===== config.mk =====
export PLATFORM = sky130hd
export DESIGN_NAME = display_clock_divider
export DESIGN_NICKNAME = d
export VERILOG_FILES = /design/src/rtl/display_pkg.sv /design/src/rtl/clk_div_core.sv /design/src/rtl/display_clock_divider.sv
export SDC_FILE = /design/constraint.sdc
export NUM_CORES = 1
export LEC_CHECK = 0
export ABC_CLOCK_PERIOD_IN_PS = 2000
export CORE_MARGIN = 2
export CORE_UTILIZATION = 45
export DETAILED_ROUTE_END_ITERATION = 8
export PLACE_DENSITY = 0.68
export SLEW_MARGIN = 20
export SYNTH_ARGS = -nofsm -noshare
export SYNTH_HDL_FRONTEND = slang
export SYNTH_SLANG_ARGS = --single-unit

===== constraint.sdc =====
create_clock -name CLK -period 2 [get_ports CLK]
set_input_delay 0.4 -clock CLK [delete_from_list [all_inputs] [get_ports CLK]]
set_output_delay 0.4 -clock CLK [all_outputs]
set_load 0.02 [all_outputs]

===== src/rtl/display_pkg.sv =====
`default_nettype none
// ============================================================================
// Module      : display_pkg
// Description : Shared constants and helpers for the parking-lot display
//               clock divider.
// Revision    : 1.0 - initial release
// ============================================================================
package display_pkg;

   // Board oscillator frequency; the defaults below assume this clock.
   localparam int CLK_HZ        = 50000000;

   // 50 MHz / (2 * 25000) = 1 kHz digit scan clock.
   localparam int SCAN_HALF_DEF = 25000;

   // 50 MHz / (2 * 25000000) = 1 Hz "FULL" sequence clock.
   localparam int FULL_HALF_DEF = 25000000;

   // Counter width for a half-period of 'half' cycles: max(1, clog2(half)).
   function automatic int cnt_width(input int half);
      return (half > 1) ? $clog2(half) : 1;
   endfunction

endpackage : display_pkg
`default_nettype wire


===== src/rtl/clk_div_core.sv =====
`default_nettype none
// ============================================================================
// Module      : clk_div_core
// Description : Free-running divide-by-(2*HALF) clock with a registered
//               one-cycle tick on every rising edge of the divided clock.
// Revision    : 1.0 - initial release
// ============================================================================
module clk_div_core
   import display_pkg::*;
#(
   parameter int HALF = 1
) (
   input  logic CLK,
   input  logic RST,
   output logic clk_out,
   output logic tick
);

   localparam int                 c_CNT_W = cnt_width(HALF);
   localparam logic [c_CNT_W-1:0] c_LAST  = c_CNT_W'(HALF - 1);
   localparam logic [c_CNT_W-1:0] c_ONE   = c_CNT_W'(1);

   // A half-period shorter than one cycle has no meaning; stop elaboration.
   generate
      if (HALF < 1) begin : g_half_check
         $error("clk_div_core: HALF must be >= 1");
      end
   endgenerate

   logic [c_CNT_W-1:0] cnt_q, cnt_d;
   logic               clk_q, clk_d;
   logic               tick_q, tick_d;
   logic               w_wrap;

   // Next-state: wrap the counter at HALF-1, toggle the output there, and
   // flag a tick only when that toggle takes the output from 0 to 1.
   always_comb begin
      w_wrap = (cnt_q == c_LAST);
      cnt_d  = w_wrap ? '0 : (cnt_q + c_ONE);
      clk_d  = clk_q ^ w_wrap;
      tick_d = w_wrap & ~clk_q;
   end

   // State registers; reset clears everything immediately.
   always_ff @(posedge CLK or posedge RST) begin
      if (RST) begin
         cnt_q  <= '0;
         clk_q  <= 1'b0;
         tick_q <= 1'b0;
      end else begin
         cnt_q  <= cnt_d;
         clk_q  <= clk_d;
         tick_q <= tick_d;
      end
   end

   assign clk_out = clk_q;
   assign tick    = tick_q;

endmodule : clk_div_core
`default_nettype wire


===== src/rtl/display_clock_divider.sv =====
`default_nettype none
// ============================================================================
// Module      : display_clock_divider
// Description : Scan and "FULL" clock dividers for the seven-segment display,
//               with matching enable ticks and a lot-full tick select.
// Revision    : 1.0 - initial release
// ============================================================================
module display_clock_divider
   import display_pkg::*;
#(
   parameter int SCAN_HALF = SCAN_HALF_DEF,
   parameter int FULL_HALF = FULL_HALF_DEF
) (
   input  logic CLK,
   input  logic RST,
   input  logic full,
   output logic scan_clk,
   output logic full_clk,
   output logic scan_tick,
   output logic full_tick,
   output logic sel_tick
);

   clk_div_core #(
      .HALF (SCAN_HALF)
   ) u_scan_div (
      .CLK     (CLK),
      .RST     (RST),
      .clk_out (scan_clk),
      .tick    (scan_tick)
   );

   clk_div_core #(
      .HALF (FULL_HALF)
   ) u_full_div (
      .CLK     (CLK),
      .RST     (RST),
      .clk_out (full_clk),
      .tick    (full_tick)
   );

   // Plain select of two registered ticks; downstream uses it as an enable,
   // so no clock muxing happens here.
   assign sel_tick = full ? full_tick : scan_tick;

endmodule : display_clock_divider
`default_nettype wire


==> impl_metrics.toml, run 1 <==
[status]
outcome = "finished clean"

[yosys]
synth_nets = 214
synth_area_um2 = 2170
ys_warn_count = 0
yosysUniqueCellTypes = 39
ys_ff_latch = 44
syn_inst = 207
synth_area_per_cell_um2 = 10.5
yosysSeqAreaShare_pct = 50.7

[grt]
grt_pass1_vias = 1543
grt_pass1_wl_mm = 6.87
grt_start_max_net_pins = 45
grtUsageTotal_pct = 16.9
antenna_found_initial = 0
grt-ovfl-total = 0

[sta]
grt_setup_unrepaired = "false"
post-route-min-period_ps = 1900
final-setup-viol-count = 0
hold_viol = 0
fin_crit_sh_pct = 95.0
max_slew_margin_pct = 68.0
slew_viol_final = 0
fin_ws_ps = 99.4
hold_ws_ps = 439
worst_pin_slew_ps = 476
skew_ps = 4.55
max_freq_ghz = 0.526

[detailed_routing]
wl_mm = 3.90
vias = 1540
topRoutingLayerUsed = "met4"
wl_met2_mm = 1.98
dr.pass1.iters = 4
routedWlPerCell_um = 14.0
ant_nets = 0
route.met3.wl_um = 92
drt_iter0_drc = 95
route.layer.met1.wl_mm = 1.76
drt_drc_violations_left = 0
avgViaCountPerCell = 5.52

[clocking]
cts.htree.levels = 2
clk_latency_ps = 300
cts_buffer_depth = 2
cts.clk_slew.worst_paths_ps = 80
cts_hold_buffers = 0
cts_tree = "built"
cts_buffers = 5
post_cts_resized = 1
cts.sinks = 44
cts_root_buf = "clkbuf_8"
cts_setup_buffers = 0

[final_layout]
layout_commonest_cell = "dfrtp_1"
nets = 231
syn_to_final_growth_pct = 12.0
design_area_um2 = 2430
diodes = 0
drive_above_1_share_pct = 12.0
layout_common_cells = "dfrtp_1 (44), nor2_1 (19), xnor2_1 (16)"

[critical_path]
crit_fanout = 1
critPathLaunchType = "input pin"
reg2reg_depth = 5
end_kind = "output pin"
r2r-end = "u_full_div.cnt_q[24]"
criticalPathCategory = "in -> out"
worstReg2RegStart = "u_full_div.cnt_q[0]"
cp-startpoint = "full"
worst_ep_arrival_time_ps = 1500
worstPathRequired_ps = 1600
r2r_slack_ps = 230

[pwr]
vdd_ir_drop_max_v = 0.000492
power_density_nw_per_um2 = 620
p_int_uw = 1180
switching_share_pct = 22.1
finalPower_uw = 1510
power_frac_clock_pct = 39.4
p_seq_share_pct = 58.9
power.net_switching_uw = 333
p_leak_uw = 0.00106
pwr-share-comb_pct = 1.7

[placement]
hpwl_mm = 2.78
port_buffers = 7
gp_congestion = 0.797
pre_cts_ws_ps = -120
dpl-instance-area_um2 = 2340

[floorplan]
io_pins = 8
floorplan.initialDensity_pct = 46.3
die_w_um = 73.5
die-area_um2 = 5400
core_area_um2 = 4690
die_h_um = 73.5
rows = 25

[job]
cap_violations = 0

[min_path]
hp-class = "in -> async"
synth_stat cells (all sizes together):
cell type	count	area share, %
nor2b	2	0.58
and2	1	0.35
or4b	1	0.63
inv	10	1.7
and4	4	1.7
nor4b	2	0.81
clkbuf	1	0.17
nand2b	2	0.58
xor2	11	4.4
nor2	19	3.3
or2	2	0.58
buf	3	1.6
and3	5	1.5
o31ai	2	0.69
nand4	10	3.6
nor4bb	2	0.92
o32ai	1	0.40
nand3b	1	0.35
nor4	6	2.4
ha	4	2.3
nand3	15	3.5
and3b	1	0.40
a31o	1	0.40
or4	3	1.2
and4b	1	0.46
nor3	5	1.2
or3	4	1.2
mux2	1	0.52
a21oi	8	2.0
dfrtp	44	51
nand2	14	2.4
o21ai	5	1.2
xnor2	16	6.4
logic make-up after synthesis:
group | count (synthesis) | synth area share, %
AND/OR/NAND/NOR | 100 | 27.5
flip-flops | 44 | 50.7
XOR/XNOR | 27 | 10.9
AO/OA/AOI/OAI | 17 | 4.66
buffers and inverters | 14 | 3.45
adder cells (fa/ha/maj) | 4 | 2.30
multiplexers | 1 | 0.518
per-stage QoR:
stage | std cells | setup TNS [ps] | util [%]
6_report | 279 | 0 | 51.9
5_1_grt | 279 | 0 | 51.9
4_1_cts | 279 | 0 | 51.9
3_5_place_dp | 271 | -120 | 49.8
3_3_place_gp | 271 | -111 | 49.8
2_1_floorplan | 207 | 0 | -
worst max-delay path, stage by stage:
cell and delay, ps:
clkdlybuf4s50_1 460, mux2_2 320, dlygate4sd2_1 320
worst max-delay path by stage:
| stage | end | slack [ps] |
|---|---|---|
| 5_1_grt | sel_tick | 50 |
| 3_5_place_dp | sel_tick | -120 |
| 6_report | sel_tick | 100 |
| 4_1_cts | sel_tick | 90 |
| 3_3_place_gp | sel_tick | -110 |
| 2_1_floorplan | u_full_div.clk_out | 130 |
cell type report:
class,instances,area [µm²]
multi-input cells,149,997
inverters,10,37.5
clock buffers,6,82.6
clock inverters,2,15.0
fillers,443,2260
well taps,54,67.6
repair buffers,14,134
flip-flops and latches,44,1100
power by group through the flow:
stage | Clock (µW) | Combinational, µW | Sequential, µW
after floorplan | 0 | 13.3 | 907
after global placement | 0 | 27.2 | 906
after detailed placement | 0 | 27.6 | 906
after CTS | 619 | 27.7 | 889
after global routing | 665 | 30.6 | 889
final | 595 | 25.7 | 889
registers in the layout, summed over array words and instances, names as in the netlist:
register            flops
u_scan_div.cnt_q       15
u_scan_div.clk_out      1
u_full_div.cnt_q       25
u_full_div.tick         1
u_full_div.clk_out      1
u_scan_div.tick         1
routing by layer:
| metal | up-vias | global-route usage [%] |
|---|---|---|
| li1 | 768 | - |
| met4 | 0 | 6.46 |
| met2 | 11 | 28.1 |
| met3 | 5 | 5.35 |
| met1 | 756 | 20.5 |
| met5 | - | 0 |
Note: power is estimated with default switching activity, not from simulation.
==> inputs of run 2 (changes only) <==
--- a/config.mk
+++ b/config.mk
@@ -9,7 +9,8 @@
 export CORE_MARGIN = 2
 export CORE_UTILIZATION = 45
 export DETAILED_ROUTE_END_ITERATION = 8
-export PLACE_DENSITY = 0.68
+export MAX_ROUTING_LAYER = met4
+export PLACE_DENSITY = 0.65
 export SLEW_MARGIN = 20
 export SYNTH_ARGS = -nofsm -noshare
 export SYNTH_HDL_FRONTEND = slang
==> run 2 against run 1 <==
  * Setup slack better by 5.8 ps
  * Clock skew is 9.8 ps higher
  * Sequential share of layout area is 0.30 points lower
  * Clock power is 2% lower
  * Total power is 0.51% lower
  * Maximum frequency is 0.30% higher
  * Die area stayed put
  * Core utilization is 0.35 points higher
  * Hold slack worse by 23 ps
  * Sequential cell count stayed put
  * Cell count is 0.36% higher
  * Largest power group unchanged
  * Highest routed layer unchanged
==> impl_metrics.toml, run 2 (same netlist as run 1, synthesis figures left out) <==
[status]
outcome = "finished clean"

[pwr]
p_leak_uw = 0.00107
vdd_ir_drop_max_v = 0.000482
pwr-share-comb_pct = 2.0
p_seq_share_pct = 59.2
p_int_uw = 1180
switching_share_pct = 21.3
power.net_switching_uw = 320
power_density_nw_per_um2 = 612
power_frac_clock_pct = 38.8

[grt]
grt_pass1_wl_mm = 6.63
antenna_found_initial = 0
grt_pass1_vias = 1431
grtUsageTotal_pct = 16.5
grt_start_max_net_pins = 17
grt-ovfl-total = 0

[final_layout]
largest_reg_flops = 25
diodes = 0
final_util_pct = 52.2
nets = 232
nFillCells = 445
drive_above_1_share_pct = 11.9
regArea_um2 = 1100
layout_common_cells = "dfrtp_1 (44), nor2_1 (19), xnor2_1 (16)"
largest_registers = "u_full_div.cnt_q x25, u_scan_div.cnt_q x15"
layout_commonest_cell = "dfrtp_1"
multiInputGateArea_um2 = 997
regMostFlops = "u_full_div.cnt_q"
syn_to_final_growth_pct = 12.8

[clocking]
cts_tree = "built"
cts_hold_buffers = 0
cts.sinks = 44
cts_buffers = 5
cts.htree.levels = 2
cts_buffer_depth = 2
clk_latency_ps = 300
cts.clk_slew.worst_paths_ps = 90
cts_root_buf = "clkbuf_8"

[sta]
final-setup-viol-count = 0
slew_viol_final = 0
fin_crit_sh_pct = 94.7
hold_viol = 0
setup_tns_ps = 0
post-route-min-period_ps = 1890
worst_pin_slew_ps = 678
skew_ps = 14.3
hold_ws_ps = 416
grt_setup_unrepaired = "false"
max_slew_margin_pct = 54.5
max_freq_ghz = 0.528

[critical_path]
criticalPathCategory = "in -> out"
end_kind = "output pin"
worstPathRequired_ps = 1600
worst_ep_arrival_time_ps = 1490
reg2reg_depth = 6
critPathLaunchType = "input pin"
crit_fanout = 1

[detailed_routing]
vias = 1508
wl_mm = 3.80
drt_drc_violations_left = 0
routedWlPerCell_um = 13.6
avgViaCountPerCell = 5.39
dr.pass1.iters = 4
drt_iter0_drc = 37
ant_nets = 0

[placement]
port_buffers = 7
hpwl_mm = 2.82
gp_congestion = 0.811

[floorplan]
io_pins = 8
die_h_um = 73.5
die_w_um = 73.5
rows = 25
core_area_um2 = 4690
die-area_um2 = 5400
floorplan.initialDensity_pct = 46.3

[job]
cap_violations = 0

[min_path]
hp-class = "in -> async"
==> run 2: repair_timing <==
action | 4_1_cts | 5_1_grt
setup endpoints to repair | 1 | 0
gates resized for setup | 1 | 0
buffers inserted | 0 | 0
==> run 2: critical path, cell delays in order <==
cell and delay, ps:
clkdlybuf4s50_1 460, mux2_2 320, dlygate4sd2_1 320
==> run 2: layer usage <==
| metal | share of wire, % | track usage [%] | wire length [µm] | up-vias |
|---|---|---|---|---|
| met3 | 2.6 | 5.35 | 100 | 5 |
| met5 | 0 | - | 0 | - |
| met4 | 1.1 | 4.85 | 42 | 0 |
| li1 | - | - | - | 770 |
| met1 | 48 | 21.2 | 1840 | 722 |
| met2 | 48 | 25.1 | 1820 | 11 |
==> run 2: final timing paths <==
path / from / end / slack (ps)
setup / recovery: full / sel_tick / 110
hold / removal: RST / u_full_div.cnt_q[15] / 420
setup reg to reg: u_full_div.cnt_q[0] / u_full_div.clk_out / 230
hold reg to reg: u_full_div.cnt_q[0] / u_full_div.cnt_q[0] / 490
max in group asynchronous: RST / u_full_div.cnt_q[18] / 1120
min in group CLK: u_full_div.cnt_q[0] / u_full_div.cnt_q[0] / 490
==> run 2: per-stage QoR <==
| step | instance area, µm² | total power, µW | std cells | worst slack [ps] |
|---|---|---|---|---|
| after floorplan | 2170 | 920 | 207 | 133 |
| final | 2450 | 1500 | 280 | 105 |
| after global placement | 2360 | 939 | 272 | -113 |
| after global routing | 2450 | 1570 | 280 | 74.0 |
| after CTS | 2450 | 1520 | 280 | 99.6 |
| after detailed placement | 2360 | 939 | 272 | -122 |
==> run 2: layout make-up <==
type,instances,area share (%)
clock buffers,7,3.52
clock inverters,1,0.306
inverters,10,1.53
multi-input cells,149,40.7
flip-flops and latches,44,44.9
well taps,54,2.76
repair buffers,15,6.28
==> run 2: power groups by stage <==
stage / sequential (µW) / combinational (µW) / clock [µW]
after CTS: 889 / 32.3 / 603
after global routing: 889 / 35.5 / 649
after global placement: 906 / 32.1 / 0
after detailed placement: 906 / 32.4 / 0
after floorplan: 907 / 13.3 / 0
final: 889 / 30.6 / 582
==> inputs of run 3 (changes only) <==
--- a/config.mk
+++ b/config.mk
@@ -11,7 +11,7 @@
 export DETAILED_ROUTE_END_ITERATION = 8
 export MAX_ROUTING_LAYER = met4
 export PLACE_DENSITY = 0.65
-export SLEW_MARGIN = 20
+export SLEW_MARGIN = 30
 export SYNTH_ARGS = -nofsm -noshare
 export SYNTH_HDL_FRONTEND = slang
 export SYNTH_SLANG_ARGS = --single-unit
==> results of run 3 <==
The final DEF is identical to that of run 2; final timing and power are the same.
